<file path="src/rtl/two_way_true_demux_if.sv">
// Handshake bundle for the buffered 1-to-2 word demultiplexer.
// The producer side and both consumer sides share one interface; master is the
// environment (producer + consumers), slave is the demux itself.
interface two_way_true_demux_if #(
    parameter int unsigned WIDTH       = 17,
    parameter int unsigned COUNT_WIDTH = 16
);
    logic [WIDTH-1:0]       Input1;
    logic                   Selection;
    logic                   InValid;
    logic                   InReady;
    logic [WIDTH-1:0]       Output1;
    logic [WIDTH-1:0]       Output2;
    logic                   Out1Valid;
    logic                   Out2Valid;
    logic                   Out1Ready;
    logic                   Out2Ready;
    logic [COUNT_WIDTH-1:0] Count1;
    logic [COUNT_WIDTH-1:0] Count2;

    modport master (
        output Input1, Selection, InValid, Out1Ready, Out2Ready,
        input  InReady, Output1, Output2, Out1Valid, Out2Valid, Count1, Count2
    );

    modport slave (
        input  Input1, Selection, InValid, Out1Ready, Out2Ready,
        output InReady, Output1, Output2, Out1Valid, Out2Valid, Count1, Count2
    );
endinterface

</file>
<file path="src/rtl/two_way_true_demux.sv">
// Buffered 1-to-2 word demultiplexer: each accepted word is steered by
// Selection into one of two circular FIFOs, each drained by its own
// valid/ready consumer, with a wrapping delivered-word counter per side.
// Index 0 of every per-side array is output 1, index 1 is output 2.
module two_way_true_demux #(
    parameter int unsigned WIDTH       = 17,
    parameter int unsigned DEPTH       = 2,
    parameter int unsigned COUNT_WIDTH = 16
) (
    input logic                Clock,
    input logic                Reset,
    two_way_true_demux_if.slave bus
);

    localparam int unsigned       PTR_W    = $clog2(DEPTH);
    localparam int unsigned       OCC_W    = $clog2(DEPTH + 1);
    localparam logic [OCC_W-1:0]  OCC_FULL = OCC_W'(DEPTH);

    logic [WIDTH-1:0]       mem_q    [2][DEPTH];
    logic [WIDTH-1:0]       mem_d    [2][DEPTH];
    logic [PTR_W-1:0]       wr_ptr_q [2];
    logic [PTR_W-1:0]       wr_ptr_d [2];
    logic [PTR_W-1:0]       rd_ptr_q [2];
    logic [PTR_W-1:0]       rd_ptr_d [2];
    logic [OCC_W-1:0]       occ_q    [2];
    logic [OCC_W-1:0]       occ_d    [2];
    logic [COUNT_WIDTH-1:0] cnt_q    [2];
    logic [COUNT_WIDTH-1:0] cnt_d    [2];

    logic [1:0]             full;
    logic [1:0]             valid;
    logic [1:0]             push;
    logic [1:0]             pop;
    logic [1:0]             out_ready;
    logic                   in_ready;
    logic [WIDTH-1:0]       head     [2];

    // Acceptance depends only on the selected buffer's occupancy, so a pop on
    // the same edge frees the slot for the following cycle, never this one.
    always_comb begin
        out_ready = {bus.Out2Ready, bus.Out1Ready};
        for (int unsigned k = 0; k < 2; k++) begin
            full[k]  = (occ_q[k] == OCC_FULL);
            valid[k] = (occ_q[k] != '0);
            pop[k]   = valid[k] && out_ready[k];
        end
        in_ready = bus.Selection ? !full[1] : !full[0];
        push[0]  = bus.InValid && in_ready && !bus.Selection;
        push[1]  = bus.InValid && in_ready &&  bus.Selection;
    end

    // Per-side FIFO next state: write at wr_ptr, read at rd_ptr, occupancy
    // tracks push/pop so full and empty stay distinguishable.
    always_comb begin
        mem_d    = mem_q;
        wr_ptr_d = wr_ptr_q;
        rd_ptr_d = rd_ptr_q;
        occ_d    = occ_q;
        cnt_d    = cnt_q;
        for (int unsigned k = 0; k < 2; k++) begin
            head[k] = valid[k] ? mem_q[k][rd_ptr_q[k]] : '0;
            if (push[k]) begin
                mem_d[k][wr_ptr_q[k]] = bus.Input1;
                wr_ptr_d[k]           = wr_ptr_q[k] + PTR_W'(1);
            end
            if (pop[k]) begin
                rd_ptr_d[k] = rd_ptr_q[k] + PTR_W'(1);
                cnt_d[k]    = cnt_q[k] + COUNT_WIDTH'(1);
            end
            case ({push[k], pop[k]})
                2'b10:   occ_d[k] = occ_q[k] + OCC_W'(1);
                2'b01:   occ_d[k] = occ_q[k] - OCC_W'(1);
                default: occ_d[k] = occ_q[k];
            endcase
        end
    end

    // State registers; reset discards all buffered words and clears counters.
    always_ff @(posedge Clock or posedge Reset) begin
        if (Reset) begin
            for (int unsigned k = 0; k < 2; k++) begin
                for (int unsigned e = 0; e < DEPTH; e++) begin
                    mem_q[k][e] <= '0;
                end
                wr_ptr_q[k] <= '0;
                rd_ptr_q[k] <= '0;
                occ_q[k]    <= '0;
                cnt_q[k]    <= '0;
            end
        end else begin
            mem_q    <= mem_d;
            wr_ptr_q <= wr_ptr_d;
            rd_ptr_q <= rd_ptr_d;
            occ_q    <= occ_d;
            cnt_q    <= cnt_d;
        end
    end

    assign bus.InReady   = in_ready;
    assign bus.Output1   = head[0];
    assign bus.Output2   = head[1];
    assign bus.Out1Valid = valid[0];
    assign bus.Out2Valid = valid[1];
    assign bus.Count1    = cnt_q[0];
    assign bus.Count2    = cnt_q[1];

endmodule

</file>
<file path="src/flat_wrapper.sv">
// flat-port wrapper written by rule: the top's interface ports become plain ports
module two_way_true_demux_flat 
#(
    parameter int unsigned WIDTH       = 17,
    parameter int unsigned DEPTH       = 2,
    parameter int unsigned COUNT_WIDTH = 16
)
  (Clock, Reset, bus_Input1, bus_Selection, bus_InValid, bus_Out1Ready, bus_Out2Ready, bus_InReady, bus_Output1, bus_Output2, bus_Out1Valid, bus_Out2Valid, bus_Count1, bus_Count2);
  two_way_true_demux_if #(.WIDTH(WIDTH), .COUNT_WIDTH(COUNT_WIDTH)) bus_i ();
  input logic Clock;
  input logic Reset;
  input wire logic [$bits(bus_i.Input1)-1:0] bus_Input1;
  input wire logic [$bits(bus_i.Selection)-1:0] bus_Selection;
  input wire logic [$bits(bus_i.InValid)-1:0] bus_InValid;
  input wire logic [$bits(bus_i.Out1Ready)-1:0] bus_Out1Ready;
  input wire logic [$bits(bus_i.Out2Ready)-1:0] bus_Out2Ready;
  output wire logic [$bits(bus_i.InReady)-1:0] bus_InReady;
  output wire logic [$bits(bus_i.Output1)-1:0] bus_Output1;
  output wire logic [$bits(bus_i.Output2)-1:0] bus_Output2;
  output wire logic [$bits(bus_i.Out1Valid)-1:0] bus_Out1Valid;
  output wire logic [$bits(bus_i.Out2Valid)-1:0] bus_Out2Valid;
  output wire logic [$bits(bus_i.Count1)-1:0] bus_Count1;
  output wire logic [$bits(bus_i.Count2)-1:0] bus_Count2;
  assign bus_i.Input1 = bus_Input1;
  assign bus_i.Selection = bus_Selection;
  assign bus_i.InValid = bus_InValid;
  assign bus_i.Out1Ready = bus_Out1Ready;
  assign bus_i.Out2Ready = bus_Out2Ready;
  assign bus_InReady = bus_i.InReady;
  assign bus_Output1 = bus_i.Output1;
  assign bus_Output2 = bus_i.Output2;
  assign bus_Out1Valid = bus_i.Out1Valid;
  assign bus_Out2Valid = bus_i.Out2Valid;
  assign bus_Count1 = bus_i.Count1;
  assign bus_Count2 = bus_i.Count2;
  two_way_true_demux #(.WIDTH(WIDTH), .DEPTH(DEPTH), .COUNT_WIDTH(COUNT_WIDTH)) u_core (.Clock(Clock), .Reset(Reset), .bus(bus_i));
endmodule
</file>
<file path="config.mk">
export PLATFORM = sky130hd
export DESIGN_NAME = two_way_true_demux_flat
export DESIGN_NICKNAME = d
export VERILOG_FILES = /design/src/rtl/two_way_true_demux_if.sv /design/src/rtl/two_way_true_demux.sv /design/src/flat_wrapper.sv
export SDC_FILE = /design/constraint.sdc
export NUM_CORES = 1
export LEC_CHECK = 0
export ABC_AREA = 1
export CORE_MARGIN = 3
export CORE_UTILIZATION = 53
export CTS_CLUSTER_SIZE = 10
export DETAILED_ROUTE_END_ITERATION = 8
export GPL_TIMING_DRIVEN = 0
export MAX_ROUTING_LAYER = met4
export PLACE_DENSITY = 0.81
export SYNTH_ARGS = -nofsm -noshare
export SYNTH_HDL_FRONTEND = slang
export SYNTH_SLANG_ARGS = --single-unit
</file>
<file path="constraint.sdc">
create_clock -name Clock -period 4.3 [get_ports Clock]
set_clock_uncertainty 0.1 [all_clocks]
set_input_delay 0.645 -clock Clock [delete_from_list [all_inputs] [get_ports Clock]]
set_output_delay 0.645 -clock Clock [all_outputs]
set_load 0.005 [all_outputs]
</file>
==> out/qor.log, run 1 <==
[outcome] result of the run finished clean
[timing] min Tclk post-route 3.06 ns
[cts] maximum buffer depth of the clock tree 2
[die] die extent in x 104 µm
[timing] RSZ-0062 raised after global routing false
[die] top-level port count 92
[place] GP Congestion 0.839
[setup_path] slack of the worst reg-to-reg path 2.22 ns
[power_and_ir_drop] maximum ir drop on the vdd rail 286 µV
[logic_synthesis] cell types with the highest counts after synthesis sky130_fd_sc_hd__nand2_1, sky130_fd_sc_hd__dfrtp_1, sky130_fd_sc_hd__o21ai_0, sky130_fd_sc_hd__inv_1, sky130_fd_sc_hd__a21oi_1
[grt] global routing usage on met1 31.9%
[logic_synthesis] cell taking the most area after synthesis sky130_fd_sc_hd__dfrtp_1
[route] total wire length after detailed routing 12,400 µm
[power_and_ir_drop] Pleak 3.09 nW
[timing] setup_tns 0 ns
[setup_path] data required time at the worst endpoint 3.56 ns
[logic_synthesis] proportion of synthesized chip area in sequential cells 53.5%
[grt] overall fraction of global-route tracks in use 24.0%
[die] Core Footprint 8980 µm²
[cts] Inserted Clock Buffers 9
[cts] Num Clock Sinks 108
[worst_hold_path] path class of the lowest-slack min-delay path register to register
[cts] post-cts resize count 0
[place] total of buffers placed on input and output ports 91
[grt] initial antenna violation count 0
[setup_path] worst endpoint data arrival time 2.32 ns
[die] initial cell density of the core 56.3%
[logic_synthesis] proportion of netlist area held by the largest area contributor 53.5%
[logic_synthesis] Netlist Area Pre-Place 5050 µm²
[cts] library cell used as clock root buffer sky130_fd_sc_hd__clkbuf_8
[logic_synthesis] Async SR Flop Fraction 100%
[logic_synthesis] most instantiated library cell after synthesis sky130_fd_sc_hd__nand2_1
[grt] wire length of the first global-routing pass 20,900 µm
[die] Placement Rows 34
[logic_synthesis] most used flip-flop cell after synthesis sky130_fd_sc_hd__dfrtp_1
[place] Detail Placement HPWL 8740 µm
[timing] count of final max-slew check failures 0
[timing] Max transition margin 55.8%
[grt] largest net degree at the start of global routing 59
[logic_synthesis] Synth area leaders sky130_fd_sc_hd__dfrtp_1, sky130_fd_sc_hd__nand2_1, sky130_fd_sc_hd__o21ai_0
[setup_path] path type of the worst setup path register to output port
[logic_synthesis] synthesized instance count 611
[route] number of design rule violations left after detail routing 0
[setup_path] cell depth of the worst flop-to-flop path 8
[setup_path] crit path launch type register
[cts] Post-CTS Setup Bufs 0
[cells_and_area] ratio of cells with drive above 1 in the final layout 5.29%
[logic_synthesis] number of register bits inferred by synthesis 108
[place] pre-CTS setup slack 1.57 ns
[power_and_ir_drop] power density normalized to cell area 662 nW/µm²
[setup_path] CP Capture Type output port
[grt] met3 track demand over resource in global routing 4.17%
[cells_and_area] number of nets at the end of the flow 741
[cells_and_area] area growth from synthesis to layout 25.7%
[die] die area 10,700 µm²
[grt] number of global-route vias before repair 4,373
[cts] CTS tree built
[grt] overall overflow remaining after global route 0
[logic_synthesis] number of synthesized flops with an enable pin 0
[timing] final hold violations 0
[route] violation count after the first detailed-routing iteration 210
[route] number of optimization iterations in the first detailed-route pass 5
[route] Routed wire per std cell 14.7 µm
[setup_path] crit path from u_core.occ_q[0]
[timing] worst-margin pin slew 0.663 ns
[cts] clock slew seen by the registers of the worst setup and hold paths 0.10 ns
[cts] H-tree lvl count 3
[logic_synthesis] yosys warns 0
[grt] met2 usage in global routing 36.6%
[cts] number of buffers added to fix hold violations after cts 0
[setup_path] capturing point of the worst reg2reg path u_core.occ_q[1]
[timing] final worst path period share 71.2%
[flow_run] reported max-cap violation count 0
[route] Via density 5.27
[logic_synthesis] synthesized net count 638
[timing] Final Setup Violations 0
[setup_path] CP Max Fanout 10
[route] total vias in the final route 4,445
[cts] worst-skew pair later-pin latency 0.36 ns
[cells_and_area] n_diodes 0
[setup_path] launch instance of the worst register-to-register path u_core.occ_q[0]
[grt] layer with the highest usage met2
[setup_path] crit path capture bus_Output2[13]
[logic_synthesis] number of distinct library cell variants in the gate-level netlist after synthesis 25
[timing] Final WS setup 1.24 ns
[timing] Max Fclk 0.327 GHz
[die] overall die height 104 µm
[logic_synthesis] Avg Inst Size Synth 8.27 µm²
[route] number of antenna-violating nets in the routed design 0
[registers in the layout, summed over array words and instances (netlist names)]
name and flops:
u_core.bus.Count1 16, u_core.bus.Count2 16, u_core.mem_q 68, u_core.occ_q 4, u_core.rd_ptr_q 2, u_core.wr_ptr_q 2
[cells in the final DEF (no fill, tap or decap)]
master                            instances
sky130_fd_sc_hd__a21oi_1                 36
sky130_fd_sc_hd__buf_16                   1
sky130_fd_sc_hd__buf_2                   10
sky130_fd_sc_hd__buf_4                    2
sky130_fd_sc_hd__buf_6                    1
sky130_fd_sc_hd__bufinv_16                1
sky130_fd_sc_hd__clkbuf_1                 9
sky130_fd_sc_hd__clkbuf_8                11
sky130_fd_sc_hd__clkdlybuf4s50_1         91
sky130_fd_sc_hd__clkinv_4                 1
sky130_fd_sc_hd__clkinvlp_4               1
sky130_fd_sc_hd__dfrtp_1                108
sky130_fd_sc_hd__ha_1                     4
sky130_fd_sc_hd__inv_1                   78
sky130_fd_sc_hd__inv_4                    2
sky130_fd_sc_hd__nand2_1                186
sky130_fd_sc_hd__nand3_1                 16
sky130_fd_sc_hd__nand3_2                  1
sky130_fd_sc_hd__nand3b_1                 2
sky130_fd_sc_hd__nand4_1                  6
sky130_fd_sc_hd__nor2_1                  28
sky130_fd_sc_hd__nor2_2                   1
sky130_fd_sc_hd__nor2_4                   4
sky130_fd_sc_hd__nor3_1                   3
sky130_fd_sc_hd__o211ai_4                 1
sky130_fd_sc_hd__o21ai_0                 82
sky130_fd_sc_hd__o21ai_1                  3
sky130_fd_sc_hd__o21ai_2                  1
sky130_fd_sc_hd__o21bai_1                 2
sky130_fd_sc_hd__xnor2_1                  9
sky130_fd_sc_hd__xor2_1                  17
[per-layer routing]
layer / wire length (µm) / share of wire (%)
met4: 369 / 3.0
met3: 691 / 5.6
met5: 0 / 0
met1: 5420 / 44
met2: 5910 / 48
[where the power goes]
group          internal, mW  switching [mW]  leakage [nW]
Combinational         0.965           0.969          1.66
Clock                 0.300           0.333        0.0987
Sequential             1.41           0.228          1.34
Total                  2.68            1.53          3.09
[kinds of logic after synthesis]
group | Yosys count | synth area share [%]
DFF | 108 | 53.5
and+or+nand+nor | 247 | 20.0
buffers and inverters | 101 | 8.10
adders and majority gates | 4 | 0.991
AOI/OAI and AO/OA | 125 | 12.9
xor gates and xnor gates | 26 | 4.51
[final cells by class]
| cell class | instances | area [µm²] |
|---|---|---|
| Buffer | 21 | 106 |
| Clock buffer | 12 | 155 |
| Clock inverter | 3 | 46.3 |
| Fill cell | 717 | 2620 |
| Inverter | 80 | 305 |
| Multi-Input combinational cell | 402 | 1940 |
| Sequential cell | 108 | 2700 |
| Tap cell | 126 | 158 |
| Timing Repair Buffer | 92 | 938 |
[per-stage QoR]
| step | cells | total power [mW] | cell area, µm² | utilization [%] | hold slack [ns] |
|---|---|---|---|---|---|
| after CTS | 844 | 4.23 | 6350 | 70.8 | 0.376 |
| after detailed placement | 829 | 3.59 | 6150 | 68.5 | 0.353 |
| after global routing | 844 | 4.52 | 6350 | 70.8 | 0.396 |
| final | 844 | 4.21 | 6350 | 70.8 | 0.374 |
| after global placement | 828 | 3.51 | 6120 | 68.2 | 0.348 |
| after floorplan | 611 | 2.58 | 5050 | - | 0.337 |
[worst max-delay path, cell delays in order (launching register included)]
cell and delay, ns:
sky130_fd_sc_hd__dfrtp_1 0.45, sky130_fd_sc_hd__nor2_1 0.12, sky130_fd_sc_hd__inv_1 0.24, sky130_fd_sc_hd__buf_2 0.26
sky130_fd_sc_hd__o21ai_0 0.14, sky130_fd_sc_hd__a21oi_1 0.22, sky130_fd_sc_hd__clkdlybuf4s50_1 0.54
[worst min-delay path by stage]
| stage | start | end | slack, ns | cells past startpoint |
|---|---|---|---|---|
| CTS | u_core.mem_q[58] | u_core.mem_q[58] | 0.38 | 2 |
| floorplan | u_core.mem_q[17] | u_core.mem_q[17] | 0.34 | 2 |
| global placement | u_core.mem_q[58] | u_core.mem_q[58] | 0.35 | 2 |
| global route | u_core.mem_q[58] | u_core.mem_q[58] | 0.40 | 2 |
| finish | u_core.mem_q[58] | u_core.mem_q[58] | 0.37 | 2 |
| detailed placement | u_core.mem_q[58] | u_core.mem_q[58] | 0.35 | 2 |
Power figures use the tool's default switching activity.
==> inputs of run 2 (changes only) <==
- clock period: 4.3 -> 3 ns (I/O delays scaled with it)
==> run 2 against run 1 <==
Register-to-register slack got worse by 1.3 ns. Final cell count is 0.12% lower. Core utilization decreased by 0.098 points. Sequential share of layout area up 0.059 points. Flip-flop and latch count unchanged. Count of clock-buffer cells in the layout shrank 1. Via count shrank 0.94%. Clock power is 36% higher. Sequential power rose by 43%. Wire length up 1.5%. Total power grew 42%. First-iteration DRC count increased by 22%. Critical endpoint is now bus_Output2[14]. Largest power group unchanged. Highest routed layer unchanged.
==> out/qor.log, run 2 (synthesis results as in run 1) <==
[cells_and_area] leading cell type in the layout, fill and taps excluded sky130_fd_sc_hd__nand2_1
[timing] final hold violations 0 [unchanged]
[setup_path] CP max-delay cell sky130_fd_sc_hd__clkdlybuf4s50_1
[setup_path] cell depth of the worst flop-to-flop path 8 [unchanged]
[route] number of design rule violations left after detail routing 0 [unchanged]
[die] Placement Rows 34 [unchanged]
[setup_path] most common cell type on the critical path sky130_fd_sc_hd__clkbuf_1
[setup_path] number of gates on the worst path with buffers counted 5 [-1]
[die] Core Footprint 8980 µm² [unchanged]
[setup_path] Critical Path, Cell by Cell inv_1 -> clkbuf_1 -> clkbuf_1 -> a21oi_1 -> clkdlybuf4s50_1
[route] total vias in the final route 4,403 [-0.94%]
[grt] initial antenna violation count 0 [unchanged]
[timing] Max Fclk 0.348 GHz
[setup_path] worst endpoint data arrival time 2.33 ns [about the same]
[place] pre-CTS setup slack 0.514 ns [-1.05 ns]
[grt] layer with the highest usage met2
[power_and_ir_drop] power density normalized to cell area 944 nW/µm² [+43%]
[cts] Inserted Clock Buffers 9 [unchanged]
[setup_path] capturing point of the worst reg2reg path u_core.occ_q[1]
[timing] count of final max-slew check failures 0 [unchanged]
[timing] min Tclk post-route 2.88 ns
[place] total of buffers placed on input and output ports 91 [unchanged]
[cells_and_area] number of nets at the end of the flow 742 [+0.13%]
[timing] worst-margin pin slew 0.725 ns [+0.0618 ns]
[cts] H-tree lvl count 3 [unchanged]
[cts] Num Clock Sinks 108 [unchanged]
[setup_path] CP Capture Type output port
[timing] final worst path period share 95.8%
[die] die extent in x 104 µm [unchanged]
[route] total wire length after detailed routing 12,600 µm [+1.5%]
[setup_path] path type of the worst setup path register to output port
[route] Via density 5.22 [-0.83%]
[outcome] result of the run finished clean
[grt] number of global-route vias before repair 4,412 [+0.89%]
[cts] library cell used as clock root buffer sky130_fd_sc_hd__clkbuf_8
[setup_path] launch instance of the worst register-to-register path u_core.occ_q[0]
[grt] wire length of the first global-routing pass 21,500 µm [+2.9%]
[worst_hold_path] path class of the lowest-slack min-delay path register to register
[place] GP Congestion 0.874 [+4.2%]
[cells_and_area] Reg with most FFs u_core.mem_q
[cts] post-cts resize count 0 [unchanged]
[worst_hold_path] Worst Hold End u_core.mem_q[64]
[die] die area 10,700 µm² [unchanged]
[route] number of optimization iterations in the first detailed-route pass 6 [+1]
[grt] overall fraction of global-route tracks in use 25.0% [+0.94 points]
[cells_and_area] Largest register FFs 68 [unchanged]
[route] number of antenna-violating nets in the routed design 0 [unchanged]
[cells_and_area] n_diodes 0 [unchanged]
[timing] Final Setup Violations 0 [unchanged]
[cts] CTS tree built
[setup_path] Max stage delay on crit path 0.49 ns [-0.05 ns]
[cts] number of buffers added to fix hold violations after cts 0 [unchanged]
[grt] met3 track demand over resource in global routing 3.92% [-0.25 points]
[place] Detail Placement HPWL 8990 µm [+2.9%]
[timing] setup_tns 0 ns [unchanged]
[cts] Post-CTS Setup Bufs 0 [unchanged]
[grt] largest net degree at the start of global routing 44 [-25%]
[setup_path] CP Max Fanout 10 [unchanged]
[cells_and_area] footprint of the multi-input gates 1940 µm² [unchanged]
[timing] RSZ-0062 raised after global routing false
[die] initial cell density of the core 56.3% [unchanged]
[cells_and_area] sequential cell area 2700 µm² [unchanged]
[timing] Final WS setup 0.125 ns [-1.11 ns]
[worst_hold_path] Hold Crit Depth 2 [unchanged]
[cts] clock slew seen by the registers of the worst setup and hold paths 0.10 ns [about the same]
[die] overall die height 104 µm [unchanged]
[power_and_ir_drop] maximum ir drop on the vdd rail 413 µV [+44%]
[grt] global routing usage on met1 33.6% [+1.7 points]
[cells_and_area] total of fill cells in the finished design 708 [-1.3%]
[route] violation count after the first detailed-routing iteration 257 [+22%]
[setup_path] data required time at the worst endpoint 2.45 ns [-1.11 ns]
[cts] worst-skew pair later-pin latency 0.36 ns [about the same]
[die] top-level port count 92 [unchanged]
[setup_path] crit path launch type register
[setup_path] Buf+Inv Stages, Crit Path 4 [+1]
[setup_path] slack of the worst reg-to-reg path 0.92 ns [-1.30 ns]
[grt] met2 usage in global routing 38.6% [+2.0 points]
[cells_and_area] area growth from synthesis to layout 25.6%
[cts] maximum buffer depth of the clock tree 2 [unchanged]
[route] Routed wire per std cell 14.9 µm [+1.6%]
[worst_hold_path] Hold Startpoint u_core.mem_q[64]
[setup_path] CP delay by family, top buffers and inverters
[cells_and_area] top library cells by usage in the layout, fill and taps aside sky130_fd_sc_hd__nand2_1, sky130_fd_sc_hd__dfrtp_1, sky130_fd_sc_hd__clkdlybuf4s50_1
[grt] overall overflow remaining after global route 0 [unchanged]
[timing] Max transition margin 51.6% [-4.2 points]
[power_and_ir_drop] Pleak 3.08 nW [-0.31%]
[cells_and_area] ratio of cells with drive above 1 in the final layout 5.16% [-0.13 points]
[flow_run] reported max-cap violation count 0 [unchanged]
==> run 2: cell types whose count changed in the layout (fill, tap and decap cells not counted), sizes merged <==
| cell | change |
|---|---|
| clkinv | -1 |
| clkinvlp | +1 |
| inv | -1 |
| buf | +1 |
| clkbuf | -1 |
==> run 2: worst reg2reg max path, cell delays in order, from the launching register on <==
cell,delay (ns)
sky130_fd_sc_hd__dfrtp_1,0.45
sky130_fd_sc_hd__inv_1,0.08
sky130_fd_sc_hd__nand2_1,0.07
sky130_fd_sc_hd__nand3_2,0.20
sky130_fd_sc_hd__clkbuf_1,0.37
sky130_fd_sc_hd__ha_1,0.34
sky130_fd_sc_hd__a21oi_1,0.11
sky130_fd_sc_hd__o21ai_0,0.11
sky130_fd_sc_hd__xnor2_1,0.14
==> run 2: metal layers <==
metal	up-vias	part of all wire (%)	wire [µm]
li1	2127	-	-
met1	2058	43	5370
met2	190	48	6070
met3	28	6.5	817
met4	0	2.5	314
met5	-	0	0
==> run 2: layout make-up <==
class                           instances  area share (%)
Inverter                               80            4.83
Timing Repair Buffer                   93            15.0
Clock inverter                          2           0.592
Multi-Input combinational cell        402            30.6
Tap cell                              126            2.49
Clock buffer                           11            2.23
Sequential cell                       108            42.6
Buffer                                 21            1.68
==> run 2: stage by stage <==
step | total power [mW] | instances | util (%) | hold WS, ns | area [µm²]
finish | 5.99 | 843 | 70.7 | 0.375 | 6340
global route | 6.45 | 843 | 70.7 | 0.395 | 6340
CTS | 6.03 | 843 | 70.7 | 0.377 | 6340
detailed placement | 5.15 | 830 | 68.7 | 0.354 | 6160
global placement | 5.02 | 828 | 68.2 | 0.348 | 6120
floorplan | 3.70 | 611 | - | 0.337 | 5060
==> run 2: how the worst max path moves through the flow <==
stage	slack [ns]	endpoint	from
4_1_cts	0.14	bus_Output1[9]	u_core.occ_q[2]
3_5_place_dp	0.51	u_core.occ_q[1]	bus_InValid
6_report	0.12	bus_Output2[14]	u_core.rd_ptr_q[0]
3_3_place_gp	0.12	u_core.mem_q[45]	Reset
2_1_floorplan	1.15	u_core.bus.Count1[0]	Reset
5_1_grt	0.01	bus_Output2[13]	u_core.rd_ptr_q[0]
==> run 2: power breakdown <==
part / switching, mW / internal (mW)
sequential: 0.326 / 2.03
combinational: 1.39 / 1.38
clock: 0.467 / 0.397
total: 2.18 / 3.81
==> inputs of run 3 (changes only) <==
- CORE_MARGIN: 3 -> 5
==> run 3 against run 2 <==
Critical path depth is 2 higher. Wire length is 1.0% higher. Total power is 1.3% higher. Count of clock-buffer cells in the layout is 1 lower. Largest cell class unchanged. Critical path type unchanged.
==> out/qor.log, run 3 (synthesis results as in run 1) <==
[place] Detail Placement HPWL 9250 µm [+2.9%]
[power_and_ir_drop] power share of the sequential group 38.8% [-0.5 points]
[power_and_ir_drop] proportion of power drawn by combinational gates 45.8% [-0.5 points]
[cts] clock slew seen by the registers of the worst setup and hold paths 0.10 ns [about the same]
[timing] setup_tns 0 ns [unchanged]
[cts] library cell used as clock root buffer sky130_fd_sc_hd__clkbuf_8
[timing] final hold violations 0 [unchanged]
[route] number of design rule violations left after detail routing 0 [unchanged]
[cells_and_area] ratio of cells with drive above 1 in the final layout 5.97% [+0.81 points]
[grt] overall overflow remaining after global route 0 [unchanged]
[power_and_ir_drop] Pint 3.83 mW [+0.60%]
[cells_and_area] n_diodes 0 [unchanged]
[timing] min Tclk post-route 2.83 ns [-0.0487 ns]
[worst_hold_path] path class of the lowest-slack min-delay path register to register
[route] Routed wire per std cell 15.0 µm [+0.29%]
[grt] overall fraction of global-route tracks in use 23.6% [-1.4 points]
[setup_path] data required time at the worst endpoint 2.45 ns [about the same]
[cts] worst-skew pair later-pin latency 0.36 ns [about the same]
[grt] initial antenna violation count 0 [unchanged]
[place] pre-CTS setup slack 0.515 ns [+0.00125 ns]
[route] total wire length after detailed routing 12,700 µm [+1.0%]
[cts] post-cts resize count 0 [unchanged]
[grt] number of global-route vias before repair 4,443 [+0.70%]
[die] initial cell density of the core 54.4% [-1.9 points]
[power_and_ir_drop] maximum ir drop on the vdd rail 372 µV [-9.9%]
[timing] Final Setup Violations 0 [unchanged]
[cells_and_area] end-of-flow core utilization 68.7% [-2.0 points]
[route] number of antenna-violating nets in the routed design 0 [unchanged]
[timing] RSZ-0062 raised after global routing false
[cts] maximum buffer depth of the clock tree 2 [unchanged]
[cts] CTS tree built
[cells_and_area] leading cell type in the layout, fill and taps excluded sky130_fd_sc_hd__nand2_1
[setup_path] crit path launch type register
[power_and_ir_drop] clock share of power 15.3% [+0.9 points]
[outcome] result of the run finished clean
[cts] H-tree lvl count 3 [unchanged]
[grt] largest net degree at the start of global routing 42 [-4.5%]
[setup_path] CP Max Fanout 10 [unchanged]
[setup_path] slack of the worst reg-to-reg path 0.91 ns [about the same]
[cts] number of buffers added to fix hold violations after cts 0 [unchanged]
[place] GP Congestion 0.886 [+1.4%]
[power_and_ir_drop] switching power share of the total 36.9% [+0.46 points]
[setup_path] Buf+Inv Stages, Crit Path 4 [unchanged]
[die] Placement Rows 35 [+2.9%]
[die] die area 11,600 µm² [+7.9%]
[die] top-level port count 92 [unchanged]
[setup_path] CP delay by family, top buffers and inverters
[setup_path] CP Capture Type output port
[power_and_ir_drop] power density normalized to cell area 952 nW/µm² [+0.80%]
[die] overall die height 108 µm [+3.9%]
[route] violation count after the first detailed-routing iteration 227 [-12%]
[timing] count of final max-slew check failures 0 [unchanged]
[power_and_ir_drop] power dissipated by switching net loads 2.24 mW [+2.6%]
[timing] Final WS setup 0.173 ns [+0.0487 ns]
[cells_and_area] top library cells by usage in the layout, fill and taps aside sky130_fd_sc_hd__nand2_1, sky130_fd_sc_hd__dfrtp_1, sky130_fd_sc_hd__clkdlybuf4s50_1
[cells_and_area] Largest register FFs 68 [unchanged]
[timing] Max transition margin 56.0% [+4.4 points]
[cells_and_area] area growth from synthesis to layout 26.2%
[flow_run] reported max-cap violation count 0 [unchanged]
[power_and_ir_drop] Pleak 3.10 nW [+0.73%]
[timing] worst-margin pin slew 0.659 ns [-0.0653 ns]
[cells_and_area] Reg with most FFs u_core.mem_q
[setup_path] Critical Path, Cell by Cell buf_6 -> nor2_1 -> inv_1 -> buf_2 -> o21ai_0 -> a21oi_1 -> clkdlybuf4s50_1
[place] Cell Count Post-Placement 833 [+0.36%]
[route] Via density 5.15 [-1.3%]
[setup_path] path type of the worst setup path register to output port
[timing] Max Fclk 0.354 GHz [+1.7%]
[setup_path] worst endpoint data arrival time 2.28 ns [-0.05 ns]
[die] die extent in x 108 µm [+3.9%]
[cells_and_area] total of fill cells in the finished design 776 [+9.6%]
[cells_and_area] number of nets at the end of the flow 742 [unchanged]
[timing] Hold Slack 0.377 ns [+0.00235 ns]
[setup_path] Max stage delay on crit path 0.47 ns [-0.02 ns]
[setup_path] CP max-delay cell sky130_fd_sc_hd__clkdlybuf4s50_1
[cts] Post-CTS Setup Bufs 0 [unchanged]
[place] total of buffers placed on input and output ports 91 [unchanged]
[timing] final worst path period share 94.2% [-1.6 points]
[cts] Num Clock Sinks 108 [unchanged]
[grt] wire length of the first global-routing pass 21,200 µm [-1.5%]
[route] number of optimization iterations in the first detailed-route pass 6 [unchanged]
[cells_and_area] number of non-filler instances in the completed layout 849 [+0.71%]
[die] Core Footprint 9280 µm² [+3.4%]
[route] total vias in the final route 4,375 [-0.64%]
[cts] Inserted Clock Buffers 9 [unchanged]
[run 3: cell types whose count changed in the layout (fill, tap and decap cells not counted)]
cell,change
sky130_fd_sc_hd__clkbuf_1,-2
sky130_fd_sc_hd__clkinv_4,+2
sky130_fd_sc_hd__inv_6,+2
sky130_fd_sc_hd__clkbuf_2,+1
sky130_fd_sc_hd__clkinv_2,+1
sky130_fd_sc_hd__clkinvlp_4,-1
sky130_fd_sc_hd__inv_1,-1
sky130_fd_sc_hd__inv_2,+1
[run 3: cell type report]
| class | count | area [µm²] | area share [%] |
|---|---|---|---|
| clock buffer | 10 | 138 | 2.16 |
| buffer | 21 | 108 | 1.69 |
| timing repair buffer | 93 | 951 | 14.9 |
| multi-input combinational | 402 | 1940 | 30.4 |
| inverter | 80 | 307 | 4.81 |
| tap | 129 | 161 | 2.53 |
| clock inverter | 6 | 70.1 | 1.10 |
| sequential | 108 | 2700 | 42.4 |
[run 3: power groups by stage]
stage | clock [mW] | combinational, mW | sequential, mW
global route | 1.01 | 3.10 | 2.43
detailed placement | 0 | 2.79 | 2.39
floorplan | 0 | 1.40 | 2.30
finish | 0.931 | 2.78 | 2.36
global placement | 0 | 2.69 | 2.35
CTS | 0.945 | 2.81 | 2.36
[run 3: metrics by stage]
stage	instance area, µm²	power, mW
floorplan	5060	3.70
global placement	6130	5.04
detailed placement	6170	5.18
CTS	6380	6.11
global route	6380	6.54
finish	6380	6.07
[run 3: path summary, 6_finish.rpt]
| check | startpoint | to | cells after the start |
|---|---|---|---|
| setup / recovery | u_core.occ_q[2] | bus_Output1[13] | 7 |
| hold / removal | u_core.mem_q[17] | u_core.mem_q[17] | 2 |
| setup reg to reg | u_core.occ_q[0] | u_core.occ_q[1] | 8 |
| hold reg to reg | u_core.mem_q[17] | u_core.mem_q[17] | 2 |
| max in group asynchronous | Reset | u_core.mem_q[55] | 3 |
| min in group asynchronous | Reset | u_core.mem_q[66] | 2 |
[run 3: worst min-delay path: stages, from the launching register on]
cell and delay, ns:
sky130_fd_sc_hd__dfrtp_1 0.35, sky130_fd_sc_hd__nand2_1 0.05, sky130_fd_sc_hd__nand2_1 0.05
[run 3: metal layers]
metal | share of wire (%) | GRT usage, %
met2 | 48 | 37.7
met4 | 2.5 | 9.38
met5 | 0 | -
met3 | 6.6 | 3.96
met1 | 43 | 30.3
